==> config.mk <==
export PLATFORM = sky130hd
export DESIGN_NAME = bus_arbiter_flat
export DESIGN_NICKNAME = d
export VERILOG_FILES = /design/src/rtl/bus_arbiter_if.sv /design/src/rtl/bus_arbiter.sv /design/src/flat_wrapper.sv
export SDC_FILE = /design/constraint.sdc
export NUM_CORES = 1
export LEC_CHECK = 0
export BUFFER_PORTS_ARGS = -buffer_cell sky130_fd_sc_hd__clkbuf_2
export CAP_MARGIN = 20
export CORE_MARGIN = 4
export CORE_UTILIZATION = 30
export CTS_CLUSTER_DIAMETER = 60
export CTS_CLUSTER_SIZE = 25
export DETAILED_ROUTE_END_ITERATION = 8
export PLACE_DENSITY = 0.54
export SYNTH_ARGS = -nofsm -noshare
export SYNTH_HDL_FRONTEND = slang
export SYNTH_SLANG_ARGS = --single-unit
export TNS_END_PERCENT = 1
==> constraint.sdc <==
create_clock -name clk -period 4.4 [get_ports clk]
set_input_delay 0.22 -clock clk [delete_from_list [all_inputs] [get_ports clk]]
set_output_delay 0.22 -clock clk [all_outputs]
set_load 0.02 [all_outputs]
==> src/rtl/bus_arbiter_if.sv <==
// Signal bundle between the arbiter, its two requesting ports (fetch and data)
// and the shared memory. The arbiter takes the master view; the CPU/memory side takes the slave view.
interface bus_arbiter_if;
   logic        if_ce_i;
   logic [31:0] if_addr_i;
   logic [31:0] if_data_o;
   logic        if_stallreq_o;

   logic        dm_ce_i;
   logic        dm_we_i;
   logic [31:0] dm_addr_i;
   logic [3:0]  dm_sel_i;
   logic [31:0] dm_data_i;
   logic [31:0] dm_data_o;
   logic        dm_stallreq_o;

   logic        bus_req_o;
   logic        bus_we_o;
   logic [31:0] bus_addr_o;
   logic [3:0]  bus_sel_o;
   logic [31:0] bus_wdata_o;
   logic [31:0] bus_rdata_i;
   logic        bus_ack_i;
   logic        bus_err_o;

   modport master (
      input  if_ce_i, if_addr_i,
      input  dm_ce_i, dm_we_i, dm_addr_i, dm_sel_i, dm_data_i,
      input  bus_rdata_i, bus_ack_i,
      output if_data_o, if_stallreq_o,
      output dm_data_o, dm_stallreq_o,
      output bus_req_o, bus_we_o, bus_addr_o, bus_sel_o, bus_wdata_o, bus_err_o
   );

   modport slave (
      output if_ce_i, if_addr_i,
      output dm_ce_i, dm_we_i, dm_addr_i, dm_sel_i, dm_data_i,
      output bus_rdata_i, bus_ack_i,
      input  if_data_o, if_stallreq_o,
      input  dm_data_o, dm_stallreq_o,
      input  bus_req_o, bus_we_o, bus_addr_o, bus_sel_o, bus_wdata_o, bus_err_o
   );
endinterface

==> src/rtl/bus_arbiter.sv <==
// Arbitrates the instruction-fetch and data ports onto one shared memory bus,
// alternating ownership under contention and aborting transfers that never see an ack.
module bus_arbiter #(
   parameter int unsigned TIMEOUT    = 255,
   parameter bit          DATA_FIRST = 1'b1
) (
   input  logic          clk,
   input  logic          rst,
   bus_arbiter_if.master bus
);
   typedef enum logic [2:0] {
      IDLE    = 3'd0,
      IF_WAIT = 3'd1,
      DM_WAIT = 3'd2,
      IF_DONE = 3'd3,
      DM_DONE = 3'd4
   } state_t;

   localparam logic [7:0] CNT_LAST = 8'(TIMEOUT - 1);

   state_t      r_state, w_state_next;
   logic [7:0]  r_cnt, w_cnt_next;
   logic        r_bus_we, w_bus_we_next;
   logic [31:0] r_bus_addr, w_bus_addr_next;
   logic [3:0]  r_bus_sel, w_bus_sel_next;
   logic [31:0] r_bus_wdata, w_bus_wdata_next;
   logic [31:0] r_if_data, w_if_data_next;
   logic [31:0] r_dm_data, w_dm_data_next;
   logic        r_err, w_err_next;
   logic        r_after_done, w_after_done_next;
   logic        r_last_dm, w_last_dm_next;
   logic        w_grant_dm;
   logic        w_timeout;

   // r_after_done/r_last_dm remember who finished in the immediately preceding
   // cycle, so contention right after a transfer goes to the other port.
   always_comb begin
      w_state_next      = r_state;
      w_cnt_next        = r_cnt;
      w_bus_we_next     = r_bus_we;
      w_bus_addr_next   = r_bus_addr;
      w_bus_sel_next    = r_bus_sel;
      w_bus_wdata_next  = r_bus_wdata;
      w_if_data_next    = r_if_data;
      w_dm_data_next    = r_dm_data;
      w_err_next        = 1'b0;
      w_after_done_next = 1'b0;
      w_last_dm_next    = r_last_dm;
      w_grant_dm        = 1'b0;
      w_timeout         = (r_cnt == CNT_LAST);

      case (r_state)
         IDLE: begin
            if (bus.dm_ce_i && bus.if_ce_i) begin
               w_grant_dm = r_after_done ? !r_last_dm : DATA_FIRST;
            end else begin
               w_grant_dm = bus.dm_ce_i;
            end
            if (bus.dm_ce_i || bus.if_ce_i) begin
               w_cnt_next = 8'd0;
               if (w_grant_dm) begin
                  w_state_next     = DM_WAIT;
                  w_bus_we_next    = bus.dm_we_i;
                  w_bus_addr_next  = bus.dm_addr_i;
                  w_bus_sel_next   = bus.dm_sel_i;
                  w_bus_wdata_next = bus.dm_data_i;
               end else begin
                  w_state_next     = IF_WAIT;
                  w_bus_we_next    = 1'b0;
                  w_bus_addr_next  = bus.if_addr_i;
                  w_bus_sel_next   = 4'b1111;
                  w_bus_wdata_next = 32'h0;
               end
            end
         end

         IF_WAIT: begin
            if (bus.bus_ack_i) begin
               w_if_data_next = bus.bus_rdata_i;
               w_state_next   = IF_DONE;
            end else if (w_timeout) begin
               w_if_data_next = 32'h0;
               w_err_next     = 1'b1;
               w_state_next   = IF_DONE;
            end else begin
               w_cnt_next = r_cnt + 8'd1;
            end
         end

         DM_WAIT: begin
            if (bus.bus_ack_i) begin
               w_dm_data_next = r_bus_we ? 32'h0 : bus.bus_rdata_i;
               w_state_next   = DM_DONE;
            end else if (w_timeout) begin
               w_dm_data_next = 32'h0;
               w_err_next     = 1'b1;
               w_state_next   = DM_DONE;
            end else begin
               w_cnt_next = r_cnt + 8'd1;
            end
         end

         IF_DONE: begin
            w_state_next      = IDLE;
            w_after_done_next = 1'b1;
            w_last_dm_next    = 1'b0;
         end

         DM_DONE: begin
            w_state_next      = IDLE;
            w_after_done_next = 1'b1;
            w_last_dm_next    = 1'b1;
         end

         default: begin
            w_state_next = IDLE;
         end
      endcase
   end

   always_ff @(posedge clk or negedge rst) begin
      if (!rst) begin
         r_state      <= IDLE;
         r_cnt        <= 8'd0;
         r_bus_we     <= 1'b0;
         r_bus_addr   <= 32'h0;
         r_bus_sel    <= 4'h0;
         r_bus_wdata  <= 32'h0;
         r_if_data    <= 32'h0;
         r_dm_data    <= 32'h0;
         r_err        <= 1'b0;
         r_after_done <= 1'b0;
         r_last_dm    <= 1'b0;
      end else begin
         r_state      <= w_state_next;
         r_cnt        <= w_cnt_next;
         r_bus_we     <= w_bus_we_next;
         r_bus_addr   <= w_bus_addr_next;
         r_bus_sel    <= w_bus_sel_next;
         r_bus_wdata  <= w_bus_wdata_next;
         r_if_data    <= w_if_data_next;
         r_dm_data    <= w_dm_data_next;
         r_err        <= w_err_next;
         r_after_done <= w_after_done_next;
         r_last_dm    <= w_last_dm_next;
      end
   end

   assign bus.bus_req_o     = (r_state == IF_WAIT) || (r_state == DM_WAIT);
   assign bus.bus_we_o      = r_bus_we;
   assign bus.bus_addr_o    = r_bus_addr;
   assign bus.bus_sel_o     = r_bus_sel;
   assign bus.bus_wdata_o   = r_bus_wdata;
   assign bus.bus_err_o     = r_err;
   assign bus.if_data_o     = r_if_data;
   assign bus.dm_data_o     = r_dm_data;
   assign bus.if_stallreq_o = bus.if_ce_i && (r_state != IF_DONE);
   assign bus.dm_stallreq_o = bus.dm_ce_i && (r_state != DM_DONE);
endmodule

==> src/flat_wrapper.sv <==
// flat-port wrapper written by rule: the top's interface ports become plain ports
module bus_arbiter_flat 
#(
   parameter int unsigned TIMEOUT    = 255,
   parameter bit          DATA_FIRST = 1'b1
)
  (clk, rst, bus_if_ce_i, bus_if_addr_i, bus_dm_ce_i, bus_dm_we_i, bus_dm_addr_i, bus_dm_sel_i, bus_dm_data_i, bus_bus_rdata_i, bus_bus_ack_i, bus_if_data_o, bus_if_stallreq_o, bus_dm_data_o, bus_dm_stallreq_o, bus_bus_req_o, bus_bus_we_o, bus_bus_addr_o, bus_bus_sel_o, bus_bus_wdata_o, bus_bus_err_o);
  bus_arbiter_if bus_i ();
  input  logic clk;
  input  logic rst;
  input wire logic [$bits(bus_i.if_ce_i)-1:0] bus_if_ce_i;
  input wire logic [$bits(bus_i.if_addr_i)-1:0] bus_if_addr_i;
  input wire logic [$bits(bus_i.dm_ce_i)-1:0] bus_dm_ce_i;
  input wire logic [$bits(bus_i.dm_we_i)-1:0] bus_dm_we_i;
  input wire logic [$bits(bus_i.dm_addr_i)-1:0] bus_dm_addr_i;
  input wire logic [$bits(bus_i.dm_sel_i)-1:0] bus_dm_sel_i;
  input wire logic [$bits(bus_i.dm_data_i)-1:0] bus_dm_data_i;
  input wire logic [$bits(bus_i.bus_rdata_i)-1:0] bus_bus_rdata_i;
  input wire logic [$bits(bus_i.bus_ack_i)-1:0] bus_bus_ack_i;
  output wire logic [$bits(bus_i.if_data_o)-1:0] bus_if_data_o;
  output wire logic [$bits(bus_i.if_stallreq_o)-1:0] bus_if_stallreq_o;
  output wire logic [$bits(bus_i.dm_data_o)-1:0] bus_dm_data_o;
  output wire logic [$bits(bus_i.dm_stallreq_o)-1:0] bus_dm_stallreq_o;
  output wire logic [$bits(bus_i.bus_req_o)-1:0] bus_bus_req_o;
  output wire logic [$bits(bus_i.bus_we_o)-1:0] bus_bus_we_o;
  output wire logic [$bits(bus_i.bus_addr_o)-1:0] bus_bus_addr_o;
  output wire logic [$bits(bus_i.bus_sel_o)-1:0] bus_bus_sel_o;
  output wire logic [$bits(bus_i.bus_wdata_o)-1:0] bus_bus_wdata_o;
  output wire logic [$bits(bus_i.bus_err_o)-1:0] bus_bus_err_o;
  assign bus_i.if_ce_i = bus_if_ce_i;
  assign bus_i.if_addr_i = bus_if_addr_i;
  assign bus_i.dm_ce_i = bus_dm_ce_i;
  assign bus_i.dm_we_i = bus_dm_we_i;
  assign bus_i.dm_addr_i = bus_dm_addr_i;
  assign bus_i.dm_sel_i = bus_dm_sel_i;
  assign bus_i.dm_data_i = bus_dm_data_i;
  assign bus_i.bus_rdata_i = bus_bus_rdata_i;
  assign bus_i.bus_ack_i = bus_bus_ack_i;
  assign bus_if_data_o = bus_i.if_data_o;
  assign bus_if_stallreq_o = bus_i.if_stallreq_o;
  assign bus_dm_data_o = bus_i.dm_data_o;
  assign bus_dm_stallreq_o = bus_i.dm_stallreq_o;
  assign bus_bus_req_o = bus_i.bus_req_o;
  assign bus_bus_we_o = bus_i.bus_we_o;
  assign bus_bus_addr_o = bus_i.bus_addr_o;
  assign bus_bus_sel_o = bus_i.bus_sel_o;
  assign bus_bus_wdata_o = bus_i.bus_wdata_o;
  assign bus_bus_err_o = bus_i.bus_err_o;
  bus_arbiter #(.TIMEOUT(TIMEOUT), .DATA_FIRST(DATA_FIRST)) u_core (.clk(clk), .rst(rst), .bus(bus_i));
endmodule
==> reports/metrics.yaml <==
run:
  drv_cap: 0
synth:
  synth_mux_area_share_pct: 5.186
  synth-edff-count: 0
  synth-main-ff-cell: "dfrtp_1"
  yosys.area_share.simple_pct: 12.64
  synthArstFlopShare_pct: 100.0
  synthXorXnorAreaFrac_pct: 0.4457
  seq_area_frac_synth_pct: 59.56
  synth_cells: 564
  synthAdderAreaFrac_pct: 0.4052
  ys.warnings.count: 0
  ys_types: 45
  synth_top_family_by_area: "compound AO/OA/AOI/OAI gates"
  synth_seq_cells: 147
  synth_fp_nets: 704
  syn_area_per_cell_um2: 10.95
  synth_area_um2: 6176
  synth-compound-area-share_pct: 15.72
timing:
  fin_crit_sh_pct: 51.89
  setup_viol: 0
  rsz0062_at_grt: "no"
  skew_ns: 0.01234
  hold_violations: 0
  fin_setup_tns_ns: 0
  fin_ws_ns: 2.117
  drv_slew: 0
  period_needed_ns: 2.283
  tightest_slew_ns: 1.037
  slew_headroom_pct: 30.90
  fin_hold_ws_ns: 0.02366
  clock.fmax_mhz: 438.0
finish:
  final_cell_mix: "273 x clkbuf_2, 147 x dfrtp_1, 107 x nand2_1"
  fin_nets: 981
  drive_gt1_share_pct: 38.06
  area_growth_pct: 37.76
  fin_cells: 1124
  antenna-diode-count: 0
  mostFrequentLayoutCell: "clkbuf_2"
critical_path:
  critPathLaunchType: "register"
  required_ns: 4.74
  cp-end-kind: "register"
  path_cells: "inv_1 > ha_1 > nand3_1 > nor2_4 > o21ai_4 > buf_4 > mux2i_1"
  crit_type: "register to register"
  slowest_delay_ns: 0.57
  rr_endpoint: "u_core.bus.dm_data_o[26]"
  worstPathMaxFanout: 17
  reg2reg_from: "u_core.r_cnt[0]"
  cp_slowest_cell: "o21ai_4"
  critPathArrivalTime_ns: 2.62
  ff2ff_path_depth: 7
  crit_end: "u_core.bus.dm_data_o[26]"
  crit_path_start: "u_core.r_cnt[0]"
  regToRegSetupSlack_ns: 2.12
cts:
  cts_tree: "built"
  root_buffer: "clkbuf_16"
  cts-htree-levels: 4
  path_clk_slew_ns: 0.06
  cts_buffers: 17
  clkSinkCount: 147
  clk_latency_ns: 0.42
  cts.path.max_buffers: 2
  cts_setup_buffers: 0
die:
  die_w_um: 151.5
  start_util_pct: 30.52
  die_h_um: 151.5
  die-area_um2: 22950
  io_pins: 275
  placement_rows: 52
  core_area_um2: 20230
place:
  place.gp.congestion: 0.7720
  place_ws_ns: 2.095
  hpwl_mm: 13.22
  placed_cells: 1075
  port_buffers: 274
route:
  first_pass_iters: 4
  drt-vias-per-instance: 4.638
  ant_nets: 0
  drc: 0
  wl_per_cell_um: 16.51
  routed_wl_mm: 18.55
  dr_total_vias: 5213
  drtIter0Drc: 246
global_routing:
  grt_pass1_vias: 5165
  grt_pass1_wl_mm: 27.99
  grt_max_degree: 69
  antenna_found_initial: 1
  grt_usage_pct: 15.68
  grt_overflow: 0
pwr:
  powerDensity_nw_per_um2: 780.6
  ir_worst_vdd_uv: 317.0
  p_leak_nw: 4.538
hold_path:
  min_path_type: "input port to register"
outcome:
  outcome: "finished clean"
stage by stage:
step	instance area, um2	util, %	power (mW)
4_1_cts	8488	41.95	6.718
5_1_grt	8508	42.05	7.082
6_report	8508	42.05	6.641
2_1_floorplan	6176	-	4.220
3_3_place_gp	7734	38.22	5.200
3_5_place_dp	7734	38.22	5.211
metal layers:
| layer | up-vias | GRT usage, % | share of wire, % |
|---|---|---|---|
| met4 | 2 | 4.850 | 1.1 |
| li1 | 2515 | - | - |
| met5 | - | 0 | 0.059 |
| met2 | 211 | 24.36 | 45 |
| met3 | 14 | 6.157 | 11 |
| met1 | 2471 | 20.21 | 44 |
how the worst min path moves through the flow:
stage / startpoint / endpoint / depth (start not counted)
after global routing: bus_dm_data_i[9] / u_core.bus.bus_wdata_o[9] / 2
after global placement: rst / u_core.bus.if_data_o[26] / 1
after detailed placement: rst / u_core.bus.if_data_o[26] / 1
after CTS: bus_dm_data_i[17] / u_core.bus.bus_wdata_o[17] / 2
after floorplan: rst / u_core.bus.bus_addr_o[0] / 0
final: bus_dm_data_i[12] / u_core.bus.bus_wdata_o[12] / 2
area by class of cell:
type                            instances  area, um2
Clock buffer                           18      429.2
Multi-Input combinational cell        339       2141
Fill cell                            1980      11730
Clock inverter                         14      165.2
Sequential cell                       147       3679
Inverter                               37      138.9
Tap cell                              270      337.8
Timing Repair Buffer                  299       1618
flip-flops by register name (all words and copies together), names as in the netlist:
name                    cells
u_core.bus.bus_addr_o      32
u_core.bus.bus_wdata_o     32
u_core.r_cnt                8
u_core.r_after_done         1
u_core.r_state              3
u_core.bus.dm_data_o       32
u_core.bus.if_data_o       32
u_core.bus.bus_we_o         1
u_core.bus.bus_sel_o        4
u_core.r_last_dm            1
u_core.bus.bus_err_o        1
critical path: cells and delay by family, from the launching register on:
kind                       cells  cell delay, ns
and+or+nand+nor                2            0.30
AOI/OAI and AO/OA              1            0.57
muxes                          1            0.24
buffers and inverters          2            0.49
adders and majority gates      1            0.22
DFF                            1            0.37
cells in the mapped netlist, types with 2 or more instances:
| cell | count | share of area (%) |
|---|---|---|
| clkbuf_1 | 15 | 0.91 |
| nor2_1 | 38 | 2.3 |
| nand3_1 | 7 | 0.57 |
| o211ai_1 | 2 | 0.24 |
| dfrtp_1 | 147 | 60 |
| buf_6 | 6 | 1.1 |
| or4_1 | 3 | 0.36 |
| or3_1 | 2 | 0.20 |
| buf_4 | 4 | 0.49 |
| o21ai_0 | 4 | 0.32 |
| nand2_1 | 107 | 6.5 |
| nand4_1 | 3 | 0.30 |
| mux2i_1 | 32 | 5.2 |
| inv_1 | 36 | 2.2 |
| and2_1 | 4 | 0.41 |
| nand2_2 | 2 | 0.20 |
| o22a_1 | 4 | 0.57 |
| a22o_1 | 65 | 9.2 |
| a21oi_1 | 6 | 0.49 |
| nor3_1 | 2 | 0.16 |
| buf_2 | 16 | 1.3 |
| and3_1 | 4 | 0.41 |
| ha_1 | 2 | 0.41 |
| a31oi_1 | 32 | 3.2 |
where the power goes:
group | internal, mW | switching [mW] | total (mW)
Clock | 0.811 | 0.648 | 1.46
Sequential | 1.98 | 0.413 | 2.39
Combinational | 1.02 | 1.77 | 2.79
Total | 3.81 | 2.83 | 6.64
logic make-up (layout without fill, tap and decap cells):
group                    count (synthesis)  after routing
XOR/XNOR                                 1              1
adder cells (fa/ha/maj)                  2              2
AO/OA/AOI/OAI                          125            125
AND/OR/NAND/NOR                        179            179
multiplexers                            32             32
flip-flops                             147            147
buffers and inverters                   78            368
timing repair:
action	CTS	global route
hold endpoints to repair	79	0
gates resized for setup	0	0
hold buffers	16	0
Note: power is estimated with default switching activity, not from simulation.
